[config.mk]
export PLATFORM = sky130hd
export DESIGN_NAME = fft_bar_hold
export DESIGN_NICKNAME = d
export VERILOG_FILES = /design/src/rtl/fft_bar_hold.sv
export SDC_FILE = /design/constraint.sdc
export NUM_CORES = 1
export LEC_CHECK = 0
export CAP_MARGIN = 20
export CORE_AREA = 4 4 219 221
export DETAILED_ROUTE_END_ITERATION = 16
export DIE_AREA = 0 0 223 225
export GPL_ROUTABILITY_DRIVEN = 0
export PLACE_DENSITY = 0.85
export RECOVER_POWER = 25
export SLEW_MARGIN = 20
export SYNTH_ARGS = -nofsm -noshare
export SYNTH_HDL_FRONTEND = slang
export SYNTH_SLANG_ARGS = --single-unit
[constraint.sdc]
create_clock -name Clock -period 11.6 [get_ports Clock]
set_clock_uncertainty 0.15 [all_clocks]
set_input_delay 1.74 -clock Clock [delete_from_list [all_inputs] [get_ports Clock]]
set_output_delay 1.74 -clock Clock [all_outputs]
set_load 0.005 [all_outputs]
[src/rtl/fft_bar_hold.sv]
// Per-bin bar/peak-hold store for a spectrum display: each request runs a read-modify-write
// of one bin. A clear request, or reset, runs a zeroing sweep over every bin.
module fft_bar_hold #(
    parameter int unsigned bw_bin      = 5,
    parameter int unsigned hold_frames = 15,
    parameter int unsigned fall_step   = 3
) (
    input  logic              Clock,
    input  logic              Reset,
    input  logic              Start,
    input  logic [6:0]        In,
    input  logic [bw_bin-1:0] Bin,
    input  logic              Clear,
    input  logic [bw_bin-1:0] RdAddr,
    output logic [6:0]        RdBar,
    output logic [6:0]        RdPeak,
    output logic              Busy,
    output logic              End
);

    localparam int unsigned       Depth    = 1 << bw_bin;
    localparam logic [bw_bin-1:0] LastAddr = bw_bin'(Depth - 1);
    localparam logic [6:0]        MaxBar   = 7'd96;
    localparam logic [6:0]        FallStep = 7'(fall_step);
    localparam logic [3:0]        HoldInit = 4'(hold_frames);

    typedef enum logic [2:0] {IDLE, RD, UPD, WR, CLR} stateType;

    stateType          state, stateNext;
    logic [bw_bin-1:0] clrAddr, clrAddrNext;
    logic [bw_bin-1:0] binQ;
    logic [6:0]        inQ;
    logic [6:0]        barQ, peakQ;
    logic [3:0]        holdQ;
    logic [6:0]        newBarQ, newPeakQ;
    logic [3:0]        newHoldQ;
    logic              busyNext, endNext, latch;

    logic              memWe;
    logic [bw_bin-1:0] memAddr;
    logic [6:0]        memBar, memPeak;
    logic [3:0]        memHold;

    logic [6:0] barMem  [Depth];
    logic [6:0] peakMem [Depth];
    logic [3:0] holdMem [Depth];

    logic [6:0] barDec, peakDec, newBar, newPeak;
    logic [3:0] newHold;

    // Reset lands in CLR so the first thing after reset is a full zeroing sweep
    always_ff @(posedge Clock or posedge Reset) begin
        if (Reset) begin
            state   <= CLR;
            clrAddr <= '0;
            Busy    <= 1'b1;
            End     <= 1'b0;
        end else begin
            state   <= stateNext;
            clrAddr <= clrAddrNext;
            Busy    <= busyNext;
            End     <= endNext;
        end
    end

    always_comb begin
        stateNext   = state;
        clrAddrNext = clrAddr;
        busyNext    = Busy;
        endNext     = 1'b0;
        latch       = 1'b0;
        memWe       = 1'b0;
        memAddr     = binQ;
        memBar      = newBarQ;
        memPeak     = newPeakQ;
        memHold     = newHoldQ;
        case (state)
            IDLE: begin
                if (Clear) begin
                    stateNext   = CLR;
                    clrAddrNext = '0;
                    busyNext    = 1'b1;
                end else if (Start) begin
                    stateNext = RD;
                    latch     = 1'b1;
                    busyNext  = 1'b1;
                end
            end
            RD:  stateNext = UPD;
            UPD: stateNext = WR;
            WR: begin
                memWe     = 1'b1;
                endNext   = 1'b1;
                busyNext  = 1'b0;
                stateNext = IDLE;
            end
            CLR: begin
                memWe   = 1'b1;
                memAddr = clrAddr;
                memBar  = '0;
                memPeak = '0;
                memHold = '0;
                if (clrAddr == LastAddr) begin
                    endNext   = 1'b1;
                    busyNext  = 1'b0;
                    stateNext = IDLE;
                end else begin
                    clrAddrNext = bw_bin'(clrAddr + 1'b1);
                end
            end
            default: stateNext = CLR;
        endcase
    end

    // Bar falls by FallStep but never below the new input; peak decays only after the hold expires
    always_comb begin
        barDec  = (barQ > FallStep) ? 7'(barQ - FallStep) : 7'd0;
        peakDec = (peakQ != 7'd0) ? 7'(peakQ - 7'd1) : 7'd0;
        if (inQ >= barQ)
            newBar = inQ;
        else
            newBar = (inQ > barDec) ? inQ : barDec;
        newPeak = peakQ;
        newHold = holdQ;
        if (inQ >= peakQ) begin
            newPeak = inQ;
            newHold = HoldInit;
        end else if (holdQ != 4'd0) begin
            newHold = 4'(holdQ - 4'd1);
        end else begin
            newPeak = (newBar > peakDec) ? newBar : peakDec;
            newHold = 4'd0;
        end
    end

    always_ff @(posedge Clock or posedge Reset) begin
        if (Reset) begin
            binQ     <= '0;
            inQ      <= '0;
            newBarQ  <= '0;
            newPeakQ <= '0;
            newHoldQ <= '0;
            RdBar    <= '0;
            RdPeak   <= '0;
        end else begin
            if (latch) begin
                binQ <= Bin;
                inQ  <= (In > MaxBar) ? MaxBar : In;
            end
            if (state == UPD) begin
                newBarQ  <= newBar;
                newPeakQ <= newPeak;
                newHoldQ <= newHold;
            end
            RdBar  <= barMem[RdAddr];
            RdPeak <= peakMem[RdAddr];
        end
    end

    // Storage is not reset; reads see pre-write contents on a same-edge collision
    always_ff @(posedge Clock) begin
        if (state == RD) begin
            barQ  <= barMem[binQ];
            peakQ <= peakMem[binQ];
            holdQ <= holdMem[binQ];
        end
        if (memWe) begin
            barMem[memAddr]  <= memBar;
            peakMem[memAddr] <= memPeak;
            holdMem[memAddr] <= memHold;
        end
    end

endmodule

# Yosys cells after proc, flatten, opt, wreduce, memory -nomap -nowiden
# Memories as Yosys holds them, arrays and structs flattened. A register that Yosys moved wholly into a read port is not among the register bits.
# Cells that the tools add are included.
dict set report classes {
  n_eq_ne 9
  n_addsub 4
  magnitude_cmp 6
  n_reduce_logical 9
  mul 0
  div_mod_pow 0
  n_shift 0
  bitwise_logic 0
  mux 33
}
# op count
set op_table {}
lappend op_table {{two-way mux 7 bit} 10}
lappend op_table {{two-way mux 5 bit} 3}
lappend op_table {{one-hot mux 3 bit (5 select lines)} 1}
lappend op_table {{>= comparator 7 bit} 2}
lappend op_table {{> comparator 7 bit} 2}
lappend op_table {{two-way mux 4 bit} 3}
lappend op_table {{two-way mux 1 bit} 10}
lappend op_table {{one-hot mux 5 bit (2 select lines)} 1}
lappend op_table {{two-way mux 3 bit} 3}
lappend op_table {{> comparator 7 x 2 -> 1 bit (second input constant)} 1}
lappend op_table {{> comparator 7 bit (second input constant)} 1}
lappend op_table {{nonzero test 7 bit} 1}
lappend op_table {{subtractor 7 x 1 -> 7 bit (second input constant)} 1}
lappend op_table {{subtractor 7 x 2 -> 7 bit (second input constant)} 1}
lappend op_table {{== test 3 x 2 -> 1 bit (second input constant)} 2}
lappend op_table {{!= test 2 bit (second input constant)} 3}
lappend op_table {{AND reduction 3 bit} 2}
lappend op_table {{adder 5 x 1 -> 5 bit (second input constant)} 1}
lappend op_table {{== test 5 bit (second input constant)} 1}
lappend op_table {{nonzero test 4 bit} 1}
lappend op_table {{subtractor 4 x 1 -> 4 bit (second input constant)} 1}
lappend op_table {{== test 3 x 1 -> 1 bit (second input constant)} 1}
lappend op_table {{== test 3 bit (second input constant)} 1}
lappend op_table {{logical NOT 3 bit} 1}
lappend op_table {{7 further kinds} 7}
dict set report totals {
  ramBits 576
  wordCells 73
  register_bits 40
  mem_count 3
  latchBits 0
  romBits 0
}
# name words width read_ports rd_ports_with_merged_regs write_ports line
set memory_table {}
lappend memory_table {barMem 32 7 2 2 1 44} ;# logic [6:0] barMem [Depth];
lappend memory_table {peakMem 32 7 2 2 1 45} ;# logic [6:0] peakMem [Depth];
lappend memory_table {holdMem 32 4 1 1 1 46} ;# logic [3:0] holdMem [Depth];

# Longest topological paths before layout
# Gate-level depths: netlist of run 1.
dict set report depth {
  depth_word 9
  mapped_depth 18
  depth_no_buf 18
}

# Worst setup path after synthesis of run 1
# No wires, ideal clock.
dict set report synth_timing {
  kind {reg-to-reg}
  startpoint {register barQ[3] (read register of barMem)}
  endpoint {register newPeakQ[2]}
  t_required_ns 11.373
  path_stages_with_launch 17
  arrival_ns 3.969
  synth_period_minus_slack_ns 4.197
  path_slack_ns 7.403
  path_cell_list {edfxtp_1 > or4_1 > nor3b_1 > o21a_1 > ha_1 > a21oi_1 > a21oi_1 > o21ai_0 > a21oi_1 > or2_1 > ha_1 > and3_1 > a221oi_1 > and2_1 > a21oi_1 > o311a_1 > a21oi_1}
}
dict set report synth_between {
  elab_chain_cells 9
  word_cells_on_any_way 11
  classes_between {add/sub: 1; order compare: 4; mux: 6}
}
# item line
set synth_rtl {}
lappend synth_rtl {{start: declaration} 33} ;# logic [6:0] barQ, peakQ;
lappend synth_rtl {{subtractor 7 x 2 -> 7 bit or > comparator 7 x 2 -> 1 bit (tied branches)} 117} ;# barDec = (barQ > FallStep) ? 7'(barQ - FallStep) : 7'd0;
lappend synth_rtl {{two-way mux 7 bit} 117}
lappend synth_rtl {{> comparator 7 bit} 122} ;# newBar = (inQ > barDec) ? inQ : barDec;
lappend synth_rtl {{two-way mux 7 bit} 122}
lappend synth_rtl {{two-way mux 7 bit (*)} 119} ;# if (inQ >= barQ)
lappend synth_rtl {{named net newBar[4]} 48} ;# logic [6:0] barDec, peakDec, newBar, newPeak;
lappend synth_rtl {{> comparator 7 bit (*)} 131} ;# newPeak = (newBar > peakDec) ? newBar : peakDec;
lappend synth_rtl {{two-way mux 7 bit (*)} 131}
lappend synth_rtl {{two-way mux 7 bit (*)} 128} ;# end else if (holdQ != 4'd0) begin
lappend synth_rtl {{two-way mux 7 bit (*)} 125} ;# if (inQ >= peakQ) begin
lappend synth_rtl {{end signal: assignment} 152} ;# newPeakQ <= newPeak;
lappend synth_rtl {{end: declaration} 35} ;# logic [6:0] newBarQ, newPeakQ;
# Mark *: on every way through the listed nets, which the timed path passes. The rest lies on a longest branch.
# A chain may end at the register's enable or synchronous reset.

==> flow_metrics.env, run 1 <==
export IMPL_cts_tree="done"
export IMPL_drv_cap=4
export IMPL_yosys_most_used_dff="edfxtp_1"
export IMPL_criticalPathCategory="primary input to async pin"
export IMPL_cts_sinks=648
export IMPL_dieArea_um2=50180
export IMPL_synth_net_count=1520
export IMPL_via_per_inst=7.613
export IMPL_post_cts_repair_setup_buffers=0
export IMPL_ioPinCount=37
export IMPL_grt_setup_unrepaired="no"
export IMPL_status="finished, violations left"
export IMPL_crit_end="binQ[0]"
export IMPL_setup_ws_ps=5508
export IMPL_die_w_um=223
export IMPL_max_freq_mhz=164.2
export IMPL_std_cell_rows=79
export IMPL_dieHeight_um=225
export IMPL_tns_ps=0
export IMPL_final_layout_size_suffix_gt1_share_pct=34.55
export IMPL_ys_seq_area_share_pct=65.01
export IMPL_track_usage_pct=32.41
export IMPL_grt_max_degree=70
export IMPL_timing_final_crit_share_pct=52.52
export IMPL_finalPower_mw=7.265
export IMPL_worstSetupStartpointType="primary input"
export IMPL_initial_core_util_pct=63.95
export IMPL_synthArstFlopShare_pct=8.333
export IMPL_finish_instance_area_um2=32820
export IMPL_syn_area_um2=29520
export IMPL_ir_drop_uv=282.3
export IMPL_cp_depth=3
export IMPL_critical_path_arrival_ps=5150
export IMPL_htree_levels=3
export IMPL_cts_resized=0
export IMPL_drt_wl_total_um=79760
export IMPL_r2r_start="barQ[3]"
export IMPL_core_um2=46160
export IMPL_p_per_area_nw_per_um2=221.3
export IMPL_synthMuxAreaShare_pct=26.29
export IMPL_path_buf_inv=3
export IMPL_drt_initial_drc_count=2477
export IMPL_area_growth_syn_to_layout_pct=11.18
export IMPL_clk_root_buffer_cell="clkbuf_16"
export IMPL_placed_area_um2=30650
export IMPL_yosysWarnings=0
export IMPL_clockBufferDepth=3
export IMPL_port_buffers=36
export IMPL_n_antenna_cell=0
export IMPL_post_place_ws_ps=6678
export IMPL_setup_viol=0
export IMPL_rrSetupSlack_ps=6520
export IMPL_final_min_clock_period_ps=6092
export IMPL_dp_final_hpwl_um=44560
export IMPL_synth_top_family_by_area="multiplexers"
export IMPL_clk_pin_slew_ps=60
export IMPL_place_inst=2071
export IMPL_antenna_left=0
export IMPL_cp_required_ps=10660
export IMPL_synth_edff_count=594
export IMPL_synthAdderAreaFrac_pct=1.356
export IMPL_cts_hold_buffers=0
export IMPL_reg2reg_to="newPeakQ[2]"
export IMPL_worstRegToRegCells=15
export IMPL_path_cells="dlygate4sd3_1 > clkinv_1 > clkbuf_1"
export IMPL_stdcell_count=2199
export IMPL_crit_family="buffers and inverters"
export IMPL_clkLatencyLatePin_ps=600
export IMPL_crit_path_top_delay_cell="clkbuf_1"
export IMPL_grt_pass1_vias=17283
export IMPL_grt_overflow_total=0
export IMPL_cp_startpoint="Reset"
export IMPL_worst_setup_path_end_kind="async pin"
export IMPL_p_leak_nw=11.15
export IMPL_fill_cells=2583
export IMPL_synth_xor_area_share_pct=0.1187
export IMPL_synth_seq_cells=648
export IMPL_violations="capacitance limit, slew limit"
export IMPL_drv_slew=154
export IMPL_nets=1589
export IMPL_slew_headroom_pct=-165.4
export IMPL_grt_pass1_wl_um=116700
export IMPL_hold_violations=0
export IMPL_synth_simple_area_share_pct=3.289
export IMPL_critPathMaxFanout=54
export IMPL_wl_per_cell_um=36.27
export IMPL_syn_area_per_cell_um2=20.12
export IMPL_drc=0
export IMPL_synth_cell_type_count=58
export IMPL_cts_buffers=68
export IMPL_first_pass_iters=8
export IMPL_slowest_delay_ps=2780
export IMPL_worst_slew_pin_slew_ps=3981
export IMPL_antenna_found_initial=1
export IMPL_postSynthCellCount=1467
export IMPL_synth_compound_area_share_pct=2.234
export IMPL_hold_path_class="flip-flop to flip-flop"
export IMPL_num_vias=16742
[power breakdown]
part / internal, mW / switching, mW / total [mW]
sequential: 2.83 / 0.215 / 3.05
combinational: 0.930 / 1.15 / 2.08
clock: 1.23 / 0.912 / 2.14
[cell usage after synthesis, drive strengths merged (2+ instances only)]
cell,n,area (µm²)
inv,21,78.83
and2,23,143.9
or2,4,25.03
o21ai,31,155.1
o31ai,5,37.54
a2111oi,2,17.52
nand4,5,31.28
o21a,6,45.04
nor2,58,217.7
o22ai,2,12.51
nand2,64,240.2
and3,6,37.54
a211oi,4,30.03
nand3,13,65.06
o221ai,4,35.03
clkbuf,49,183.9
xnor2,3,26.28
nand3b,4,30.03
a31oi,6,37.54
nor2b,2,12.51
a221oi,2,17.52
nand2b,7,43.79
dfstp,2,52.55
o2bb2ai,2,17.52
nor3,6,30.03
buf,37,239.0
ha,32,400.4
mux2i,6,60.06
dfrtp,52,1301
a21oi,18,90.09
nor3b,3,22.52
o211ai,5,37.54
nor4,4,31.28
mux2,44,495.5
mux4,320,7207
a21o,7,52.55
edfxtp,594,17840
[kinds of logic after synthesis]
logic type	Yosys count
DFF	648
and+or+nand+nor	204
muxes	370
xor gates and xnor gates	4
AOI/OAI and AO/OA	102
adders and majority gates	32
buffers and inverters	107
[registers in the layout, summed over array words and instances (netlist names)]
register and count:
barMem 224, peakMem 224, holdMem 128, RdBar 7
RdPeak 7, barQ 7, inQ 7, newBarQ 7
newPeakQ 7, peakQ 7, binQ 5, clrAddr 5
holdQ 4, newHoldQ 4, state 3, Busy 1
End 1
[layout by cell type, fill, tap and decap left out, types with 18 or more instances in the layout]
cell type,synthesis,layout
ha_1,32,32
nor2_2,0,32
dfrtp_1,52,48
mux4_2,320,320
nand2_1,64,64
clkbuf_1,49,21
edfxtp_1,594,594
clkdlybuf4s50_1,0,30
buf_4,21,46
nor2_1,58,26
inv_1,21,20
clkbuf_16,0,69
mux2_2,41,41
a21oi_1,18,18
[through the flow]
step	utilization [%]	hold slack, ps
2_1_floorplan	-	280.4
3_3_place_gp	66.41	301.7
3_5_place_dp	66.41	311.7
4_1_cts	71.08	356.9
5_1_grt	71.10	378.4
6_report	71.10	365.6
[final cells by class]
class	count	area (µm²)	share of cell area, %
sequential	648	19200	58.50
multi-input combinational	712	9922	30.23
clock buffer	88	1818	5.539
tap	607	759.5	2.314
timing repair buffer	85	701.9	2.139
clock inverter	38	340.3	1.037
inverter	21	78.83	0.2402
[worst min path at each step]
stage	cells past startpoint	endpoint	startpoint
2_1_floorplan	2	newHoldQ[0]	newHoldQ[0]
3_3_place_gp	2	newHoldQ[0]	newHoldQ[0]
3_5_place_dp	1	newHoldQ[2]	newHoldQ[2]
4_1_cts	1	newHoldQ[2]	newHoldQ[2]
5_1_grt	1	newHoldQ[2]	newHoldQ[2]
6_report	1	newHoldQ[2]	newHoldQ[2]
[layer usage]
layer,vias to the layer above,global-route usage (%),part of all wire [%]
met4,0,15.35,5.6
met5,-,0,0
met2,1414,49.74,47
li1,6385,-,-
met1,8623,44.14,33
met3,320,9.287,14
Power figures use the tool's default switching activity.
==> inputs of run 2 (changes only) <==
--- a/config.mk
+++ b/config.mk
@@ -6,11 +6,11 @@
 export NUM_CORES = 1
 export LEC_CHECK = 0
 export CAP_MARGIN = 20
-export CORE_AREA = 4 4 219 221
+export CORE_AREA = 4 4 233 235
 export DETAILED_ROUTE_END_ITERATION = 16
-export DIE_AREA = 0 0 223 225
+export DIE_AREA = 0 0 237 239
 export GPL_ROUTABILITY_DRIVEN = 0
-export PLACE_DENSITY = 0.85
+export PLACE_DENSITY = 0.8
 export RECOVER_POWER = 25
 export SLEW_MARGIN = 20
 export SYNTH_ARGS = -nofsm -noshare
==> constraint.sdc (replaced) <==
create_clock -name Clock -period 5.44 [get_ports Clock]
set_clock_uncertainty 0.15 [all_clocks]
set_input_delay 0.816 -clock Clock [delete_from_list [all_inputs] [get_ports Clock]]
set_output_delay 0.816 -clock Clock [all_outputs]
set_load 0.005 [all_outputs]
==> flow_metrics.env, run 2 (synthesis results as in run 1) <==
export IMPL_min_from="newHoldQ[2]"
export IMPL_area_growth_syn_to_layout_pct=11.09
export IMPL_violations="capacitance limit, slew limit"
export IMPL_drv_cap=9
export IMPL_tns_ps=0
export IMPL_clockBufferDepth=3
export IMPL_n_antenna_cell=0
export IMPL_hold_violations=0
export IMPL_first_pass_iters=6
export IMPL_cts_resized=0
export IMPL_ioPinCount=37
export IMPL_drv_slew=289
export IMPL_worstRegToRegCells=15
export IMPL_dieArea_um2=56640
export IMPL_htree_levels=3
export IMPL_port_buffers=36
export IMPL_reg2reg_to="newPeakQ[2]"
export IMPL_finalPower_mw=15.08
export IMPL_holdWs_ps=338.1
export IMPL_max_freq_mhz=206.8
export IMPL_swShare_pct=31.07
export IMPL_place_inst=2155
export IMPL_rrSetupSlack_ps=600
export IMPL_grt_pass1_vias=16333
export IMPL_p_clk_share_pct=27.7
export IMPL_p_per_area_nw_per_um2=459.9
export IMPL_hold_path_class="flip-flop to flip-flop"
export IMPL_p_sw_mw=4.686
export IMPL_clk_root_buffer_cell="clkbuf_16"
export IMPL_grt_max_degree=103
export IMPL_num_vias=16196
export IMPL_grt_pass1_wl_um=112000
export IMPL_critPathMaxFanout=7
export IMPL_cp_required_ps=5820
export IMPL_antenna_left=0
export IMPL_criticalPathCategory="flip-flop to flip-flop"
export IMPL_track_usage_pct=27.26
export IMPL_cts_tree="done"
export IMPL_final_min_clock_period_ps=4837
export IMPL_initial_core_util_pct=56.52
export IMPL_p_comb_share_pct=28.8
export IMPL_ir_drop_uv=320.5
export IMPL_drc=0
export IMPL_stdcell_count=2270
export IMPL_clkLatencyLatePin_ps=600
export IMPL_cts_hold_buffers=0
export IMPL_grt_overflow_total=0
export IMPL_std_cell_rows=84
export IMPL_p_leak_nw=11.09
export IMPL_worstHoldEndpoint="newHoldQ[2]"
export IMPL_dieHeight_um=239
export IMPL_slew_headroom_pct=-36.47
export IMPL_cts_buffers=66
export IMPL_setup_viol=0
export IMPL_core_um2=52240
export IMPL_wl_per_cell_um=33.45
export IMPL_drt_initial_drc_count=2558
export IMPL_timing_final_crit_share_pct=88.91
export IMPL_die_w_um=237
export IMPL_nets=1588
export IMPL_antenna_found_initial=0
export IMPL_most_common_layout_cells="edfxtp_1, mux4_2, clkbuf_16"
export IMPL_largest_registers="barMem x224, peakMem x224, holdMem x128"
export IMPL_final_common_cell="edfxtp_1"
export IMPL_via_per_inst=7.135
export IMPL_hold_depth=1
export IMPL_critical_path_arrival_ps=5220
export IMPL_dp_final_hpwl_um=45310
export IMPL_worstSetupStartpointType="flip-flop"
export IMPL_r2r_start="barQ[3]"
export IMPL_post_cts_repair_setup_buffers=0
export IMPL_cts_sinks=648
export IMPL_p_int_mw=10.40
export IMPL_setup_ws_ps=603.4
export IMPL_final_layout_size_suffix_gt1_share_pct=33.69
export IMPL_clk_pin_slew_ps=60
export IMPL_grt_setup_unrepaired="no"
export IMPL_drt_wl_total_um=75930
export IMPL_post_place_ws_ps=708.4
export IMPL_worst_setup_path_end_kind="flip-flop"
export IMPL_power_frac_seq_pct=43.5
export IMPL_worst_slew_pin_slew_ps=2047
export IMPL_status="finished, violations left"
run 2: cell types whose count changed in the layout (fill, tap and decap cells not counted), sizes merged:
cell,previous run,this run
buf,49,51
bufinv,5,1
clkbuf,92,94
clkinv,24,20
clkinvlp,3,0
inv,27,24
run 2: per-layer routing:
layer | GRT usage [%] | share of wire, % | up-vias | routed length, µm
met4 | 7.343 | 2.9 | 0 | 2186
met2 | 43.71 | 49 | 1107 | 37250
li1 | - | - | 6375 | -
met1 | 38.05 | 36 | 8553 | 27320
met5 | 0 | 0 | - | 0
met3 | 7.303 | 12 | 161 | 9169
run 2: how the worst max path moves through the flow:
stage,start,cells past startpoint,slack [ps],to
final,barQ[3],15,600,newPeakQ[2]
after global routing,barQ[3],17,340,newPeakQ[1]
after CTS,barQ[3],15,710,newPeakQ[2]
after detailed placement,barQ[3],15,710,newPeakQ[2]
after global placement,barQ[3],16,910,newPeakQ[2]
after floorplan,barQ[3],16,1240,newPeakQ[2]
run 2: power groups by stage:
stage,clock network (mW),logic [mW],registers (mW)
4_1_cts,4.24,4.32,6.55
2_1_floorplan,0,3.08,6.29
3_3_place_gp,0,4.19,6.59
3_5_place_dp,0,4.26,6.64
5_1_grt,4.46,4.54,6.62
6_report,4.18,4.34,6.56
run 2: stage by stage:
stage,instance area (µm²),util [%]
2_1_floorplan,29520,-
3_3_place_gp,30860,59.07
3_5_place_dp,30860,59.07
4_1_cts,32810,62.82
5_1_grt,32800,62.78
6_report,32800,62.78
run 2: worst max-delay path, stage by stage, from the launching register on:
cell	delay (ps)
edfxtp_1	470
or4_1	630
o31ai_1	550
ha_1	350
nand3b_1	90
a21oi_1	90
o21ai_0	400
a21oi_1	160
or2_1	260
ha_1	290
and3_1	210
a221oi_1	310
and2_1	230
a21oi_1	110
o311a_1	350
a21oi_1	110
run 2: layout make-up:
| cell class | instances | area [µm²] |
|---|---|---|
| multi-input cells | 712 | 9908 |
| flip-flops and latches | 648 | 19200 |
| clock buffers | 91 | 1777 |
| inverters | 21 | 78.83 |
| well taps | 688 | 860.8 |
| repair buffers | 86 | 788.3 |
| clock inverters | 24 | 178.9 |
| fillers | 3463 | 19440 |
